File: src/rtl/serial_bus_bridge.sv
// serial_bus_bridge: serial-link slave endpoint; decodes request frames to a parallel strobe and serializes read responses.
// Optional feature: define PARITY_CHECK_EN to drop request frames whose parity bit mismatches.
module serial_bus_bridge #(
    parameter int ADDR_WIDTH = 16,
    parameter int DATA_WIDTH = 8
) (
    input  logic                  clk_i,
    input  logic                  rst_ni,
    input  logic                  sdata_i,
    input  logic                  sclk_i,
    input  logic                  svalid_i,
    output logic                  sready_o,
    output logic                  sdata_o,
    output logic                  sclk_resp_o,
    output logic                  svalid_resp_o,
    output logic                  valid_o,
    output logic [ADDR_WIDTH-1:0] addr_o,
    output logic [DATA_WIDTH-1:0] wdata_o,
    output logic                  we_o,
    input  logic                  ready_i,
    input  logic [DATA_WIDTH-1:0] rdata_i,
    input  logic                  err_i
);
    localparam int FW = ADDR_WIDTH + DATA_WIDTH + 4;
    localparam int CW = $clog2(FW + 1);
    localparam int BW = $clog2(FW);
`ifdef PARITY_CHECK_EN
    localparam bit CHK_PAR = 1'b1;
`else
    localparam bit CHK_PAR = 1'b0;
`endif

    typedef enum logic [1:0] {IDLE, WAIT_SLAVE, SENDING} state_t;

    logic [1:0]            sdata_s, sclk_s, svalid_s;
    logic                  sclk_q, sclk_rise;
    logic [FW-1:0]         rx_sr;
    logic [CW-1:0]         rx_cnt;
    logic                  frame_valid, frame_err;
    state_t                state, state_n;
    logic                  capture, latch_addr, ser_start;
    logic [ADDR_WIDTH-1:0] resp_addr;
    logic [DATA_WIDTH-1:0] resp_data;
    logic                  resp_err;
    logic [FW-1:0]         resp_frame, tx_sr;
    logic [BW-1:0]         tx_cnt;
    logic                  ser_busy, ser_done, tx_phase;

    assign sclk_rise = sclk_s[1] && !sclk_q;

    always_ff @(posedge clk_i or negedge rst_ni) begin
        if (!rst_ni) begin
            sdata_s     <= '0;
            sclk_s      <= '0;
            svalid_s    <= '0;
            sclk_q      <= 1'b0;
            rx_sr       <= '0;
            rx_cnt      <= '0;
            frame_valid <= 1'b0;
        end else begin
            sdata_s     <= {sdata_s[0], sdata_i};
            sclk_s      <= {sclk_s[0], sclk_i};
            svalid_s    <= {svalid_s[0], svalid_i};
            sclk_q      <= sclk_s[1];
            frame_valid <= 1'b0;
            if (!svalid_s[1]) begin
                rx_cnt <= '0;
            end else if (sclk_rise) begin
                rx_sr <= {rx_sr[FW-2:0], sdata_s[1]};
                if (rx_cnt == CW'(FW - 1)) begin
                    rx_cnt      <= '0;
                    frame_valid <= 1'b1;
                end else begin
                    rx_cnt <= rx_cnt + CW'(1);
                end
            end
        end
    end

    // Even parity over cmd..parity folds to zero for a good frame.
    assign frame_err = !rx_sr[FW-1] || !rx_sr[0] || (CHK_PAR && (^rx_sr[FW-2:1]));

    always_ff @(posedge clk_i or negedge rst_ni) begin
        if (!rst_ni) begin
            valid_o <= 1'b0;
            we_o    <= 1'b0;
            addr_o  <= '0;
            wdata_o <= '0;
        end else begin
            valid_o <= frame_valid && !frame_err;
            if (frame_valid && !frame_err) begin
                we_o    <= rx_sr[FW-2];
                addr_o  <= rx_sr[FW-3 -: ADDR_WIDTH];
                wdata_o <= rx_sr[DATA_WIDTH+1:2];
            end
        end
    end

    always_ff @(posedge clk_i or negedge rst_ni) begin
        if (!rst_ni) state <= IDLE;
        else         state <= state_n;
    end

    always_comb begin
        state_n    = state;
        capture    = 1'b0;
        latch_addr = 1'b0;
        case (state)
            IDLE: if (valid_o && !we_o) begin
                latch_addr = 1'b1;
                capture    = ready_i && !ser_busy;
                state_n    = capture ? SENDING : WAIT_SLAVE;
            end
            WAIT_SLAVE: begin
                capture = ready_i && !ser_busy;
                state_n = capture ? SENDING : WAIT_SLAVE;
            end
            SENDING: state_n = ser_done ? IDLE : SENDING;
            default: state_n = IDLE;
        endcase
    end

    always_ff @(posedge clk_i or negedge rst_ni) begin
        if (!rst_ni) begin
            resp_addr <= '0;
            resp_data <= '0;
            resp_err  <= 1'b0;
            ser_start <= 1'b0;
        end else begin
            ser_start <= capture;
            if (latch_addr) resp_addr <= addr_o;
            if (capture) begin
                resp_data <= rdata_i;
                resp_err  <= err_i;
            end
        end
    end

    assign resp_frame = {1'b1, resp_err, resp_addr, resp_data, ^{resp_err, resp_addr, resp_data}, 1'b1};

    // Each bit: phase 0 presents data with clock low, phase 1 raises the clock.
    always_ff @(posedge clk_i or negedge rst_ni) begin
        if (!rst_ni) begin
            ser_busy    <= 1'b0;
            ser_done    <= 1'b0;
            tx_phase    <= 1'b0;
            tx_sr       <= '0;
            tx_cnt      <= '0;
            sdata_o     <= 1'b0;
            sclk_resp_o <= 1'b0;
        end else begin
            ser_done <= 1'b0;
            if (!ser_busy) begin
                if (ser_start) begin
                    ser_busy    <= 1'b1;
                    tx_sr       <= resp_frame;
                    tx_cnt      <= '0;
                    tx_phase    <= 1'b0;
                    sdata_o     <= resp_frame[FW-1];
                    sclk_resp_o <= 1'b0;
                end
            end else if (!tx_phase) begin
                tx_phase    <= 1'b1;
                sclk_resp_o <= 1'b1;
            end else if (tx_cnt == BW'(FW - 1)) begin
                ser_busy    <= 1'b0;
                ser_done    <= 1'b1;
                tx_phase    <= 1'b0;
                sdata_o     <= 1'b0;
                sclk_resp_o <= 1'b0;
            end else begin
                tx_phase    <= 1'b0;
                tx_cnt      <= tx_cnt + BW'(1);
                tx_sr       <= {tx_sr[FW-2:0], 1'b0};
                sdata_o     <= tx_sr[FW-2];
                sclk_resp_o <= 1'b0;
            end
        end
    end

    assign svalid_resp_o = ser_busy;
    assign sready_o      = !svalid_i && !ser_busy;
endmodule

File: config.mk
export PLATFORM = sky130hd
export DESIGN_NAME = serial_bus_bridge
export DESIGN_NICKNAME = d
export VERILOG_FILES = /design/src/rtl/serial_bus_bridge.sv
export SDC_FILE = /design/constraint.sdc
export NUM_CORES = 1
export LEC_CHECK = 0
export BUFFER_PORTS_ARGS = -buffer_cell sky130_fd_sc_hd__buf_2
export CAP_MARGIN = 25
export CORE_AREA = 4 4 127 129
export CTS_BUF_LIST = sky130_fd_sc_hd__clkbuf_4
export CTS_CLUSTER_DIAMETER = 40
export CTS_CLUSTER_SIZE = 16
export DETAILED_ROUTE_END_ITERATION = 6
export DIE_AREA = 0 0 131 133
export PLACE_DENSITY = 0.63
export SYNTH_ARGS = -nofsm -noshare
export SYNTH_HDL_FRONTEND = slang
export SYNTH_SLANG_ARGS = --single-unit
File: constraint.sdc
create_clock -name clk_i -period 1.5 [get_ports clk_i]
set_input_delay 0.15 -clock clk_i [delete_from_list [all_inputs] [get_ports clk_i]]
set_output_delay 0.15 -clock clk_i [all_outputs]
set_load 0.005 [all_outputs]
==> After elaboration in Yosys (flattened, before gate mapping) <==
Index checks and enable logic that the tools add are counted.
{ "op_classes": {"muxes": 36, "n_reduce_logical": 19, "n_eq_ne": 8, "addsub": 2} }
{ "ops": {"columns": ["operator", "n"], "rows": [
  ["27-bit 2-to-1 mux", 4],
  ["5-bit 2-to-1 mux", 7],
  ["25-bit parity", 1],
  ["1-bit 2-to-1 mux", 20],
  ["5-bit by 1-bit adder with 5-bit output, second input constant", 2],
  ["5-bit == test, second input constant", 2],
  ["1-bit zero test", 7],
  ["2-bit 2-to-1 mux", 3],
  ["2-bit case mux with 3 select lines", 1],
  ["1-bit logical AND", 5],
  ["2-bit by 1-bit != test with 1-bit output, second input constant", 2],
  ["2-bit != test, second input constant", 2],
  ["2-bit AND reduction", 2],
  ["3-bit AND reduction", 1],
  ["2-bit by 1-bit == test with 1-bit output, second input constant", 1],
  ["2-bit == test, second input constant", 1],
  ["2-bit zero test", 1],
  ["1-bit case mux with 2 select lines", 1],
  ["2-bit nonzero test", 1],
  ["1-bit logical OR", 1]
]} }
{ "totals": {"input_bits": 15, "word_cells": 87, "ff_bits": 131, "output_inout_bits": 30} }

==> Depth between registers and ports, before layout <==
{ "logic_depth": {"word_depth": 5, "mapped_depth": 7, "depth_no_buf": 6} }

==> Worst setup path before layout <==
No wires, ideal clock.
{ "synth_timing": {"path_type": "register -> register", "from": "register we_o", "to": "register resp_addr[0]", "t_arrival_ns": 1.459, "slack_ns": -0.083, "synth_period_minus_slack_ns": 1.583, "stages_incl_launch_ff": 5, "t_required_ns": 1.375, "setup_ns": 0.125, "path_buffers": 1, "cell_sequence": "dfrtp_1 > nor2b_1 > nor3b_2 > buf_4 > mux2_2"} }
{ "synth_between": {"elab_chain_len": 4} }
{ "synth_rtl": {"columns": ["element", "line_no", "source"], "rows": [
  ["start, declared", "19", "output logic we_o,"],
  ["start signal, assigned", "92", "we_o <= rx_sr[FW-2];"],
  ["1-bit zero test", "109", "IDLE: if (valid_o && !we_o) begin"],
  ["1-bit logical AND", "109", null],
  ["1-bit 2-to-1 mux", "109", null],
  ["1-bit 2-to-1 mux", "108", "case (state)"],
  ["end signal, assigned", "131", "if (latch_addr) resp_addr <= addr_o;"],
  ["end, declared", "42", "logic [ADDR_WIDTH-1:0] resp_addr;"]
]} }
Every way passes these cells.
A chain may end at the register's enable or synchronous reset.

==> Worst setup path in the final report <==
{ "layout_timing": {"from": "register tx_cnt[1]", "to": "register tx_sr[13]"} }
{ "layout_between": {"elab_chain_len": 3} }
{ "layout_rtl": {"columns": ["element", "line_no", "source"], "rows": [
  ["start, declared", "46", "logic [BW-1:0] tx_cnt;"],
  ["start signal, assigned", "173", "tx_cnt <= tx_cnt + BW'(1);"],
  ["5-bit == test", "165", "end else if (tx_cnt == BW'(FW - 1)) begin"],
  ["2-bit != test (no line)", null, null],
  ["3-bit AND reduction (no line)", null, null],
  ["end signal, assigned", "156", "tx_sr <= resp_frame;"],
  ["end signal, assigned", "174", "tx_sr <= {tx_sr[FW-2:0], 1'b0};"],
  ["end, declared", "45", "logic [FW-1:0] resp_frame, tx_sr;"]
]} }
Every way passes these cells.

==> flow_metrics.env <==
export IMPL_status="complete, but fails checks"
export IMPL_violations="setup timing"
export IMPL_drive_gt1_share_pct=52.0
export IMPL_utilization_pct=48.1
export IMPL_fin_crit_sh_pct=114
export IMPL_arrival_ns=2.12
export IMPL_synthToLayoutAreaGrowth_pct=35.0
export IMPL_grt_overflow=0
export IMPL_drt_total_wl_um=11400
export IMPL_syn_avg_cell_area_um2=13.7
export IMPL_skew_ns=0.0277
export IMPL_leakage_uw=0.00353
export IMPL_htreeDepth=4
export IMPL_drt_initial_drc_count=191
export IMPL_yosysSeqAreaShare_pct=61.2
export IMPL_synth_seq_cells=131
export IMPL_tritoncts="built"
export IMPL_hold_class="primary input to async pin"
export IMPL_timing_setup_tns_ns=-5.62
export IMPL_critPathMaxStageDelay_ns=0.41
export IMPL_slowest_stage="dfrtp_1"
export IMPL_synth_cell_types=34
export IMPL_finalHoldViolations=0
export IMPL_portBuffers=44
export IMPL_routabilityCongestion=0.749
export IMPL_crit_chain="ha_2 -> nand4b_1 -> a31o_4 -> clkbuf_16 -> nor2_4 -> a21oi_2"
export IMPL_worst_pin_slew_ns=0.431
export IMPL_clock_latency_ns=0.54
export IMPL_die_h_um=133
export IMPL_ir_drop_uv=923
export IMPL_relSlewSlack_pct=71.3
export IMPL_antenna_cells=0
export IMPL_cts_clk_slew_worst_paths_ns=0.13
export IMPL_synthesis_area_um2=5350
export IMPL_fin_nets=533
export IMPL_cp_max_fo=7
export IMPL_clk_path_buf_depth=2
export IMPL_synth_edf_count=0
export IMPL_core_um2=15000
export IMPL_wl_per_cell_um=16.0
export IMPL_syn_inst=392
export IMPL_crit_path_end_kind="flop"
export IMPL_drtPass1Iterations=4
export IMPL_max_freq_ghz=0.586
export IMPL_drc_errors=0
export IMPL_cp_top_family="compound AO/OA/AOI/OAI gates"
export IMPL_cap_violations=0
export IMPL_powerDensity_nw_per_um2=1460
export IMPL_drv_slew=0
export IMPL_cts_buffers=17
export IMPL_die_w_um=131
export IMPL_yosysWarnings=0
export IMPL_ys_dominant_reg_cell="dfrtp_1"
export IMPL_rsz0062_at_grt="yes"
export IMPL_whs_ns=0.0937
export IMPL_clock_root_buffer="clkbuf_4"
export IMPL_io_pins=45
export IMPL_fin_crit_ns=1.71
export IMPL_grt_max_degree=49
export IMPL_grt_util_all_layers_pct=12.8
export IMPL_dp_slack_ns=-0.115
export IMPL_grt_pass1_vias=3526
export IMPL_grt_pass1_wl_um=17600
export IMPL_path_buf_inv=1
export IMPL_synthArstFlopShare_pct=100
export IMPL_start_kind="flop"
export IMPL_clock_sinks=131
export IMPL_hpwl_um=6960
export IMPL_vias_per_cell=4.76
export IMPL_setup_viol=42
export IMPL_syn_nets=409
export IMPL_antenna_left=0
export IMPL_worstSetupPathType="flop to flop"
export IMPL_die_area_um2=17400
export IMPL_fin_ws_ns=-0.208
export IMPL_crit_required_ns=1.91
export IMPL_rows=45
export IMPL_total_power_uw=10500
export IMPL_antenna_found_initial=0
export IMPL_vias=3416
export IMPL_start_util_pct=35.6
## path summary, 6_finish.rpt
path	startpoint	endpoint	depth (start not counted)	slack [ns]
max in group asynchronous	rst_ni	tx_sr[11]$_DFFE_PN0P_	3	0.80
hold / removal	rst_ni	addr_o[4]$_DFFE_PN0P_	2	0.09
setup reg to reg	tx_cnt[1]$_DFFE_PN0P_	tx_sr[13]$_DFFE_PN0P_	6	-0.21
setup / recovery	tx_cnt[1]$_DFFE_PN0P_	tx_sr[13]$_DFFE_PN0P_	6	-0.21
min in group clk_i	sdata_i	sdata_s[0]$_DFF_PN0_	2	0.26
hold reg to reg	sdata_s[0]$_DFF_PN0_	sdata_s[1]$_DFF_PN0_	0	0.37
## cells in the mapped netlist (2+ instances only)
| cell | count | area share [%] |
|---|---|---|
| dfrtp_1 | 131 | 61 |
| mux2_2 | 78 | 16 |
| nor2_1 | 36 | 2.5 |
| a21oi_1 | 28 | 2.6 |
| mux2i_1 | 26 | 4.9 |
| xnor2_1 | 17 | 2.8 |
| buf_2 | 15 | 1.4 |
| nand2_1 | 9 | 0.63 |
| xor2_1 | 7 | 1.1 |
| nor2b_1 | 6 | 0.70 |
| inv_1 | 5 | 0.35 |
| nand3_1 | 3 | 0.28 |
| nor3b_1 | 3 | 0.42 |
| o21ai_0 | 3 | 0.28 |
| buf_4 | 2 | 0.28 |
| ha_1 | 2 | 0.47 |
| nand4_1 | 2 | 0.23 |
| nand4b_1 | 2 | 0.33 |
| xnor3_1 | 2 | 0.84 |
## through the flow
stage / cells / area (um2)
after floorplan: 392 / 5380
after global placement: 647 / 6130
after global routing: 717 / 7230
final: 717 / 7230
after CTS: 706 / 6770
after detailed placement: 647 / 6130
## routing by layer
metal / vias to the layer above / track usage (%) / share of wire, %
li1: 1623 / - / -
met1: 1730 / 17.5 / 46
met2: 52 / 19.2 / 49
met3: 11 / 4.36 / 3.8
met4: 0 / 4.29 / 1.0
met5: - / 0 / 0
## state kept, by name, indices dropped and copies added, names as in the netlist, 2 cells and up
name       cells
rx_sr         28
tx_sr         27
addr_o        16
resp_addr     16
resp_data      8
wdata_o        8
rx_cnt         5
tx_cnt         5
sclk_s         2
sdata_s        2
state          2
svalid_s       2
## worst register-to-register path, cell delays in order (launching register included)
cell and delay (ns):
dfrtp_1 0.41, ha_2 0.19, nand4b_1 0.25, a31o_4 0.41, clkbuf_16 0.20, nor2_4 0.08
a21oi_2 0.03
## final cells by class
type / count / area, um2
Inverter: 5 / 18.8
Fill cell: 1285 / 7810
Clock buffer: 19 / 143
Sequential cell: 131 / 3280
Tap cell: 188 / 235
Multi-Input combinational cell: 238 / 2360
Timing Repair Buffer: 123 / 1060
Clock inverter: 13 / 128
## what timing repair did
item                                    in CTS  in global routing
endpoints found under the hold margin      144                  0
gates cloned                                 1                  6
hold buffers                                14                  0
endpoints found under the setup margin      51                 54
resized for setup                           32                 84
pin swaps                                   12                 10
buffers inserted                            12                  9
## layout by cell type (no fill, tap or decap), drive strengths merged, types with 7 or more instances in the layout
cell type	n
a21oi	28
nor2	36
buf	105
clkbuf	23
mux2i	26
dfrtp	131
nand2	9
mux2	78
inv	8
dlygate4sd3	14
xor2	7
xnor2	18
## report_power, final
part	switching, uW	internal (uW)	total, uW
combinational	1640	1910	3550
clock	1400	881	2280
sequential	583	4130	4720
total	3630	6920	10500
## cell families after synthesis
kind of cell	Yosys count	synth area share, %
adder cells (fa/ha/maj)	2	0.467
flip-flops	131	61.2
multiplexers	104	21.3
XOR/XNOR	27	5.07
buffers and inverters	24	2.17
AO/OA/AOI/OAI	40	4.18
AND/OR/NAND/NOR	64	5.59
Power figures use the tool's default switching activity.
